`config.mk`:
```
export PLATFORM = sky130hd
export DESIGN_NAME = pipe_hazard_ctrl
export DESIGN_NICKNAME = d
export VERILOG_FILES = /design/src/rtl/pipe_hazard_ctrl_pkg.sv /design/src/rtl/pipe_hazard_ctrl_fwd.sv /design/src/rtl/pipe_hazard_ctrl.sv
export SDC_FILE = /design/constraint.sdc
export NUM_CORES = 1
export LEC_CHECK = 0
export ABC_AREA = 1
export BUFFER_PORTS_ARGS = -buffer_cell sky130_fd_sc_hd__buf_2
export CAP_MARGIN = 25
export CELL_PAD_IN_SITES_DETAIL_PLACEMENT = 0
export CELL_PAD_IN_SITES_GLOBAL_PLACEMENT = 1
export CORE_ASPECT_RATIO = 1.5
export CORE_UTILIZATION = 40
export DETAILED_ROUTE_END_ITERATION = 6
export PLACE_DENSITY_LB_ADDON = 0.1
export SYNTH_ARGS = -nofsm -noshare
export SYNTH_HDL_FRONTEND = slang
export SYNTH_HIERARCHICAL = 1
export SYNTH_SLANG_ARGS = --single-unit
```
`constraint.sdc`:
```
create_clock -name clk -period 1.75 [get_ports clk]
set_input_delay 0 -clock clk [delete_from_list [all_inputs] [get_ports clk]]
set_output_delay 0 -clock clk [all_outputs]
set_load 0.02 [all_outputs]
```
`src/rtl/pipe_hazard_ctrl_pkg.sv`:
```
// Shared encodings for the pipeline hazard controller:
// forwarding selects, FSM states and the hard-wired zero register.
package pipe_hazard_ctrl_pkg;

  localparam logic [4:0] REG_X0 = 5'd0;

  typedef enum logic [1:0] {
    FWD_RF    = 2'b00,
    FWD_EXMEM = 2'b01,
    FWD_MEMWB = 2'b10
  } fwd_sel_e;

  typedef enum logic {
    ST_RUN     = 1'b0,
    ST_MEMWAIT = 1'b1
  } hz_state_e;

endpackage

```
`src/rtl/pipe_hazard_ctrl_fwd.sv`:
```
// Per-operand forwarding compare against the MEM and WB stages.
// MEM wins over WB; loads in MEM have no data yet.
module pipe_fwd_unit
  import pipe_hazard_ctrl_pkg::*;
(
  input  logic       i_mem_valid,
  input  logic       i_mem_we,
  input  logic       i_mem_mr,
  input  logic [4:0] i_mem_rd,
  input  logic       i_wb_valid,
  input  logic       i_wb_we,
  input  logic [4:0] i_wb_rd,
  input  logic [4:0] i_rs,
  output logic [1:0] o_sel
);

  logic w_mem_hit;
  logic w_wb_hit;

  assign w_mem_hit = i_mem_valid & i_mem_we & ~i_mem_mr &
                     (i_mem_rd != REG_X0) & (i_mem_rd == i_rs);
  assign w_wb_hit  = i_wb_valid & i_wb_we &
                     (i_wb_rd != REG_X0) & (i_wb_rd == i_rs);

  always_comb begin
    o_sel = FWD_RF;
    if (w_mem_hit)
      o_sel = FWD_EXMEM;
    else if (w_wb_hit)
      o_sel = FWD_MEMWB;
  end

endmodule

```
`src/rtl/pipe_hazard_ctrl.sv`:
```
// Hazard/sequencing control for the 5-stage RV32I pipe:
// enables, bubbles, flushes, forwarding and DMEM freeze.
module pipe_hazard_ctrl
  import pipe_hazard_ctrl_pkg::*;
#(
  parameter int MEM_TIMEOUT = 255,
  parameter int CNT_W       = 32
) (
  input  logic             clk,
  input  logic             rst,
  input  logic             id_valid,
  input  logic [4:0]       id_rs1,
  input  logic [4:0]       id_rs2,
  input  logic             id_rs1_used,
  input  logic             id_rs2_used,
  input  logic [4:0]       id_rd,
  input  logic             id_regwrite,
  input  logic             id_memread,
  input  logic             id_memwrite,
  input  logic             ex_branch_taken,
  input  logic             dmem_ready,
  output logic             pc_en,
  output logic             ifid_en,
  output logic             idex_en,
  output logic             exmem_en,
  output logic             memwb_en,
  output logic             ifid_flush,
  output logic             idex_flush,
  output logic [1:0]       fwd_a_sel,
  output logic [1:0]       fwd_b_sel,
  output logic             mem_err,
  output logic [CNT_W-1:0] stall_cnt,
  output logic [CNT_W-1:0] flush_cnt
);

  localparam int WCW = $clog2(MEM_TIMEOUT + 1);
  localparam logic [WCW-1:0] WMAX = '1;
  localparam logic [WCW-1:0] WLIM = WCW'(MEM_TIMEOUT - 1);

  hz_state_e r_state, w_state_nxt;

  logic       r_ex_valid, r_ex_we, r_ex_mr, r_ex_mw;
  logic [4:0] r_ex_rd, r_ex_rs1, r_ex_rs2;
  logic       r_mem_valid, r_mem_we, r_mem_mr, r_mem_mw;
  logic [4:0] r_mem_rd;
  logic       r_wb_valid, r_wb_we;
  logic [4:0] r_wb_rd;

  logic [WCW-1:0]   r_wcnt;
  logic             r_err;
  logic [CNT_W-1:0] r_stall_cnt, r_flush_cnt;

  logic w_freeze, w_luse, w_flush, w_stall, w_bubble, w_hit;

  assign w_freeze = r_mem_valid & (r_mem_mr | r_mem_mw) & ~dmem_ready;
  assign w_luse   = r_ex_valid & r_ex_mr & (r_ex_rd != REG_X0) & id_valid &
                    ((id_rs1_used & (id_rs1 == r_ex_rd)) |
                     (id_rs2_used & (id_rs2 == r_ex_rd)));
  assign w_flush  = ~w_freeze & ex_branch_taken;
  assign w_stall  = ~w_freeze & ~ex_branch_taken & w_luse;
  assign w_bubble = w_flush | w_stall;
  // Raised combinationally so the timeout shows in the cycle it is reached
  assign w_hit    = w_freeze & (r_wcnt >= WLIM);

  assign mem_err   = r_err | w_hit;
  assign stall_cnt = r_stall_cnt;
  assign flush_cnt = r_flush_cnt;

  always_comb begin
    w_state_nxt = r_state;
    pc_en       = 1'b1;
    ifid_en     = 1'b1;
    idex_en     = 1'b1;
    exmem_en    = 1'b1;
    memwb_en    = 1'b1;
    ifid_flush  = 1'b0;
    idex_flush  = 1'b0;
    unique case (r_state)
      ST_RUN:     if (w_freeze) w_state_nxt = ST_MEMWAIT;
      ST_MEMWAIT: if (dmem_ready) w_state_nxt = ST_RUN;
      default:    w_state_nxt = ST_RUN;
    endcase
    if (w_freeze) begin
      pc_en    = 1'b0;
      ifid_en  = 1'b0;
      idex_en  = 1'b0;
      exmem_en = 1'b0;
      memwb_en = 1'b0;
    end else if (ex_branch_taken) begin
      ifid_flush = 1'b1;
      idex_flush = 1'b1;
    end else if (w_luse) begin
      pc_en      = 1'b0;
      ifid_en    = 1'b0;
      idex_flush = 1'b1;
    end
  end

  always_ff @(posedge clk) begin
    if (rst) begin
      r_state     <= ST_RUN;
      r_wcnt      <= '0;
      r_err       <= 1'b0;
      r_stall_cnt <= '0;
      r_flush_cnt <= '0;
    end else begin
      r_state <= w_state_nxt;
      r_err   <= r_err | w_hit;
      if (w_freeze) begin
        if (r_wcnt != WMAX) r_wcnt <= r_wcnt + 1'b1;
      end else begin
        r_wcnt <= '0;
      end
      if (w_stall) r_stall_cnt <= r_stall_cnt + 1'b1;
      if (w_flush) r_flush_cnt <= r_flush_cnt + 1'b1;
    end
  end

  always_ff @(posedge clk) begin
    if (rst) begin
      r_ex_valid  <= 1'b0;
      r_ex_we     <= 1'b0;
      r_ex_mr     <= 1'b0;
      r_ex_mw     <= 1'b0;
      r_ex_rd     <= '0;
      r_ex_rs1    <= '0;
      r_ex_rs2    <= '0;
      r_mem_valid <= 1'b0;
      r_mem_we    <= 1'b0;
      r_mem_mr    <= 1'b0;
      r_mem_mw    <= 1'b0;
      r_mem_rd    <= '0;
      r_wb_valid  <= 1'b0;
      r_wb_we     <= 1'b0;
      r_wb_rd     <= '0;
    end else if (!w_freeze) begin
      r_mem_valid <= r_ex_valid;
      r_mem_we    <= r_ex_we;
      r_mem_mr    <= r_ex_mr;
      r_mem_mw    <= r_ex_mw;
      r_mem_rd    <= r_ex_rd;
      r_wb_valid  <= r_mem_valid;
      r_wb_we     <= r_mem_we;
      r_wb_rd     <= r_mem_rd;
      if (w_bubble) begin
        r_ex_valid <= 1'b0;
        r_ex_we    <= 1'b0;
        r_ex_mr    <= 1'b0;
        r_ex_mw    <= 1'b0;
        r_ex_rd    <= '0;
        r_ex_rs1   <= '0;
        r_ex_rs2   <= '0;
      end else begin
        r_ex_valid <= id_valid;
        r_ex_we    <= id_regwrite;
        r_ex_mr    <= id_memread;
        r_ex_mw    <= id_memwrite;
        r_ex_rd    <= id_rd;
        r_ex_rs1   <= id_rs1;
        r_ex_rs2   <= id_rs2;
      end
    end
  end

  pipe_fwd_unit u_fwd_a (
    .i_mem_valid (r_mem_valid),
    .i_mem_we    (r_mem_we),
    .i_mem_mr    (r_mem_mr),
    .i_mem_rd    (r_mem_rd),
    .i_wb_valid  (r_wb_valid),
    .i_wb_we     (r_wb_we),
    .i_wb_rd     (r_wb_rd),
    .i_rs        (r_ex_rs1),
    .o_sel       (fwd_a_sel)
  );

  pipe_fwd_unit u_fwd_b (
    .i_mem_valid (r_mem_valid),
    .i_mem_we    (r_mem_we),
    .i_mem_mr    (r_mem_mr),
    .i_mem_rd    (r_mem_rd),
    .i_wb_valid  (r_wb_valid),
    .i_wb_we     (r_wb_we),
    .i_wb_rd     (r_wb_rd),
    .i_rs        (r_ex_rs2),
    .o_sel       (fwd_b_sel)
  );

endmodule

```
==> flow_metrics.env <==
export IMPL_cts_buffers=9
export IMPL_cp_max_fo=5
export IMPL_wl_per_cell_um=13.8
export IMPL_seq_power_share_pct=51.8
export IMPL_h_tree_depth=3
export IMPL_stdcell_count=1356
export IMPL_synth_seq_cells=108
export IMPL_die_h_um=155
export IMPL_hold_ws_ns=0.201
export IMPL_rsz0062_at_grt="yes"
export IMPL_synth_compound_area_share_pct=8.38
export IMPL_clk_path_buf_depth=2
export IMPL_grt_ovfl_total=0
export IMPL_worst_pin_slew_ns=0.753
export IMPL_fin_nets=1181
export IMPL_pwr_density_cell_nw_per_um2=620
export IMPL_vias=6557
export IMPL_cp_slowest_cell="dfxtp_2"
export IMPL_synthCells=994
export IMPL_ir_drop_mv=0.356
export IMPL_firstDrtPassIters=4
export IMPL_pwr_share_clk_pct=40.8
export IMPL_drt_iter0_markers=230
export IMPL_hold_viol_final=0
export IMPL_synth_fa_ha_area_share_pct=0.806
export IMPL_swShare_pct=25.9
export IMPL_diodes=0
export IMPL_mostFrequentLayoutCell="nand2_1"
export IMPL_antenna_found_initial=0
export IMPL_netSwitchingPower_uw=1260
export IMPL_syn_nets=1023
export IMPL_setup_viol=0
export IMPL_fin_skew_ns=0.00745
export IMPL_rows=55
export IMPL_cts_root_buf="clkbuf_16"
export IMPL_hold_path_class="in -> reg"
export IMPL_muxShareOfSynthArea_pct=0
export IMPL_slowest_delay_ns=0.37
export IMPL_cp_buffers_inverters=3
export IMPL_arrival_ns=1.66
export IMPL_die_w_um=104
export IMPL_synthXorXnorAreaFrac_pct=3.10
export IMPL_insertion_delay_ns=0.36
export IMPL_yosys_warnings=6
export IMPL_post_dp_hpwl_um=14000
export IMPL_drv_slew=0
export IMPL_crit_path_cell_trace="inv_4 > nand2_1 > nand2_1 > nor2_1 > nand3_2 > nand2_4 > nand2_4 > o21ai_4 > inv_2 > buf_6"
export IMPL_port_buffers=100
export IMPL_internal_power_uw=3610
export IMPL_drive_above_1_share_pct=20.2
export IMPL_dieArea_um2=16000
export IMPL_synth_top_family_by_area="simple AND/OR/NAND/NOR gates"
export IMPL_relSlewSlack_pct=49.7
export IMPL_period_needed_ns=1.66
export IMPL_cp_top_family="simple AND/OR/NAND/NOR gates"
export IMPL_grt_max_degree=44
export IMPL_ys_types=36
export IMPL_crit_path_end_kind="output pin"
export IMPL_cap_violations=0
export IMPL_final_antenna_net_count=0
export IMPL_clock_fmax_ghz=0.604
export IMPL_syn_area_um2=6210
export IMPL_syn_avg_cell_area_um2=6.25
export IMPL_finalInstanceArea_um2=7850
export IMPL_path_clk_slew_ns=0.08
export IMPL_cp_required_ns=1.75
export IMPL_total_leakage_power_uw=0.00342
export IMPL_vias_per_cell=4.84
export IMPL_initial_core_util_pct=41.0
export IMPL_grt_usage_pct=23.6
export IMPL_grt_pass1_wl_um=30100
export IMPL_synth_simple_area_share_pct=43.3
export IMPL_finalWirelength_um=18700
export IMPL_synthToLayoutAreaGrowth_pct=26.4
export IMPL_drc=0
export IMPL_status="finished, final reports clean"
export IMPL_combPwrFrac_pct=7.4
export IMPL_fin_crit_sh_pct=94.6
export IMPL_num_io_pins=101
export IMPL_routabilityCongestion=0.862
export IMPL_final_cell_mix="nand2_1, nor2_1, dfxtp_1"
export IMPL_grt_pass1_vias=6180
export IMPL_place_inst=1306
export IMPL_critical_path_class="reg -> out"
export IMPL_numClockSinks=108
export IMPL_placed_cell_area_um2=7160
export IMPL_coreArea_um2=15100
export IMPL_start_kind="flip-flop"
export IMPL_ys_seq_area_share_pct=34.8
export IMPL_cts_tree="done"
==> final timing paths <==
check,from,end,slack [ns],depth (start not counted)
min reg2reg,r_err,r_err,0.46,2
max reg2reg,r_ex_rd[3],stall_cnt[19],0.15,10
max,r_ex_rd[2],pc_en,0.09,10
min,ex_branch_taken,flush_cnt[3],0.20,4
==> cell usage after synthesis <==
cell type,instances,area [µm²]
nor2_1,120,450
o21a_1,1,7.51
buf_6,4,45.0
clkinv_1,1,3.75
buf_4,5,37.5
nor3_2,1,10.0
a21oi_1,58,290
ha_1,4,50.1
nand2_1,347,1300
nor3_1,17,85.1
nand4_1,37,231
nor2_2,13,81.3
nand2_4,1,11.3
a31oi_1,2,12.5
nand3_2,6,60.1
nand3b_1,18,135
dfxtp_1,108,2160
inv_1,97,364
clkbuf_1,11,41.3
nand2_2,3,18.8
o2111ai_1,1,8.76
xnor2_1,6,52.6
o21ai_0,26,130
a221oi_1,1,8.76
buf_1,3,11.3
buf_2,9,45.0
a21oi_4,1,16.3
nor4_1,2,12.5
nor2_4,1,11.3
nor3b_1,2,15.0
and3_1,1,6.26
xor2_1,16,140
o21bai_1,2,15.0
nand3_1,51,255
o22ai_1,5,31.3
inv_2,13,48.8
==> metal layers <==
metal	routed length, µm	vias up	global-route usage [%]
li1	-	3482	-
met1	7970	2942	26.6
met2	9720	104	44.6
met3	515	29	2.36
met4	445	0	10.3
met5	0	-	0
==> area by class of cell <==
type,instances,area (µm²)
Clock buffer,9,225
Clock inverter,7,51.3
Fill cell,1670,7290
Inverter,111,422
Multi-Input combinational cell,743,3510
Sequential cell,108,2180
Tap cell,199,249
Timing Repair Buffer,179,1220
==> state kept, by name, summed over array words and instances, names as in the netlist, 5 cells and up <==
signal     flops
r_ex_rs2       5
stall_cnt     32
r_wb_rd        5
r_mem_rd       5
r_ex_rs1       5
r_wcnt         8
flush_cnt     32
r_ex_rd        5
==> power groups by stage <==
stage	Clock, µW	Combinational, µW	Sequential (µW)
global placement	0	310	2580
global route	2140	402	2530
floorplan	0	190	2580
finish	1990	361	2520
CTS	2040	353	2520
detailed placement	0	310	2580
==> per-stage QoR <==
step	worst slack [ns]	util [%]	power, µW	setup TNS [ns]
final	0.0949	51.9	4870	0
after global routing	-0.0139	51.9	5070	-0.0429
after CTS	-0.0165	50.9	4910	-0.0329
after detailed placement	0.0941	47.3	2890	0
after global placement	0.0978	47.3	2890	0
after floorplan	0.0142	-	2770	0
==> worst reg2reg max path: stages (launching register included) <==
cell,delay [ns]
dfxtp_4,0.38
inv_4,0.05
nand2_1,0.05
nand2_1,0.05
nor2_2,0.13
nand3_2,0.12
buf_4,0.16
a21oi_4,0.16
buf_12,0.19
nand3_1,0.12
a21oi_1,0.13
==> timing repair <==
action,CTS,global route
endpoints found under the setup margin,3,14
endpoints found under the hold margin,21,0
hold buffers,21,0
buffers inserted,4,9
resized for setup,19,18
pin swaps,4,9
==> kinds of logic (layout without fill, tap and decap cells) <==
logic type	Yosys count	after routing
AND/OR/NAND/NOR	620	620
adder cells (fa/ha/maj)	4	4
AO/OA/AOI/OAI	97	97
XOR/XNOR	22	22
flip-flops	108	108
buffers and inverters	143	306
Power figures use the tool's default switching activity.
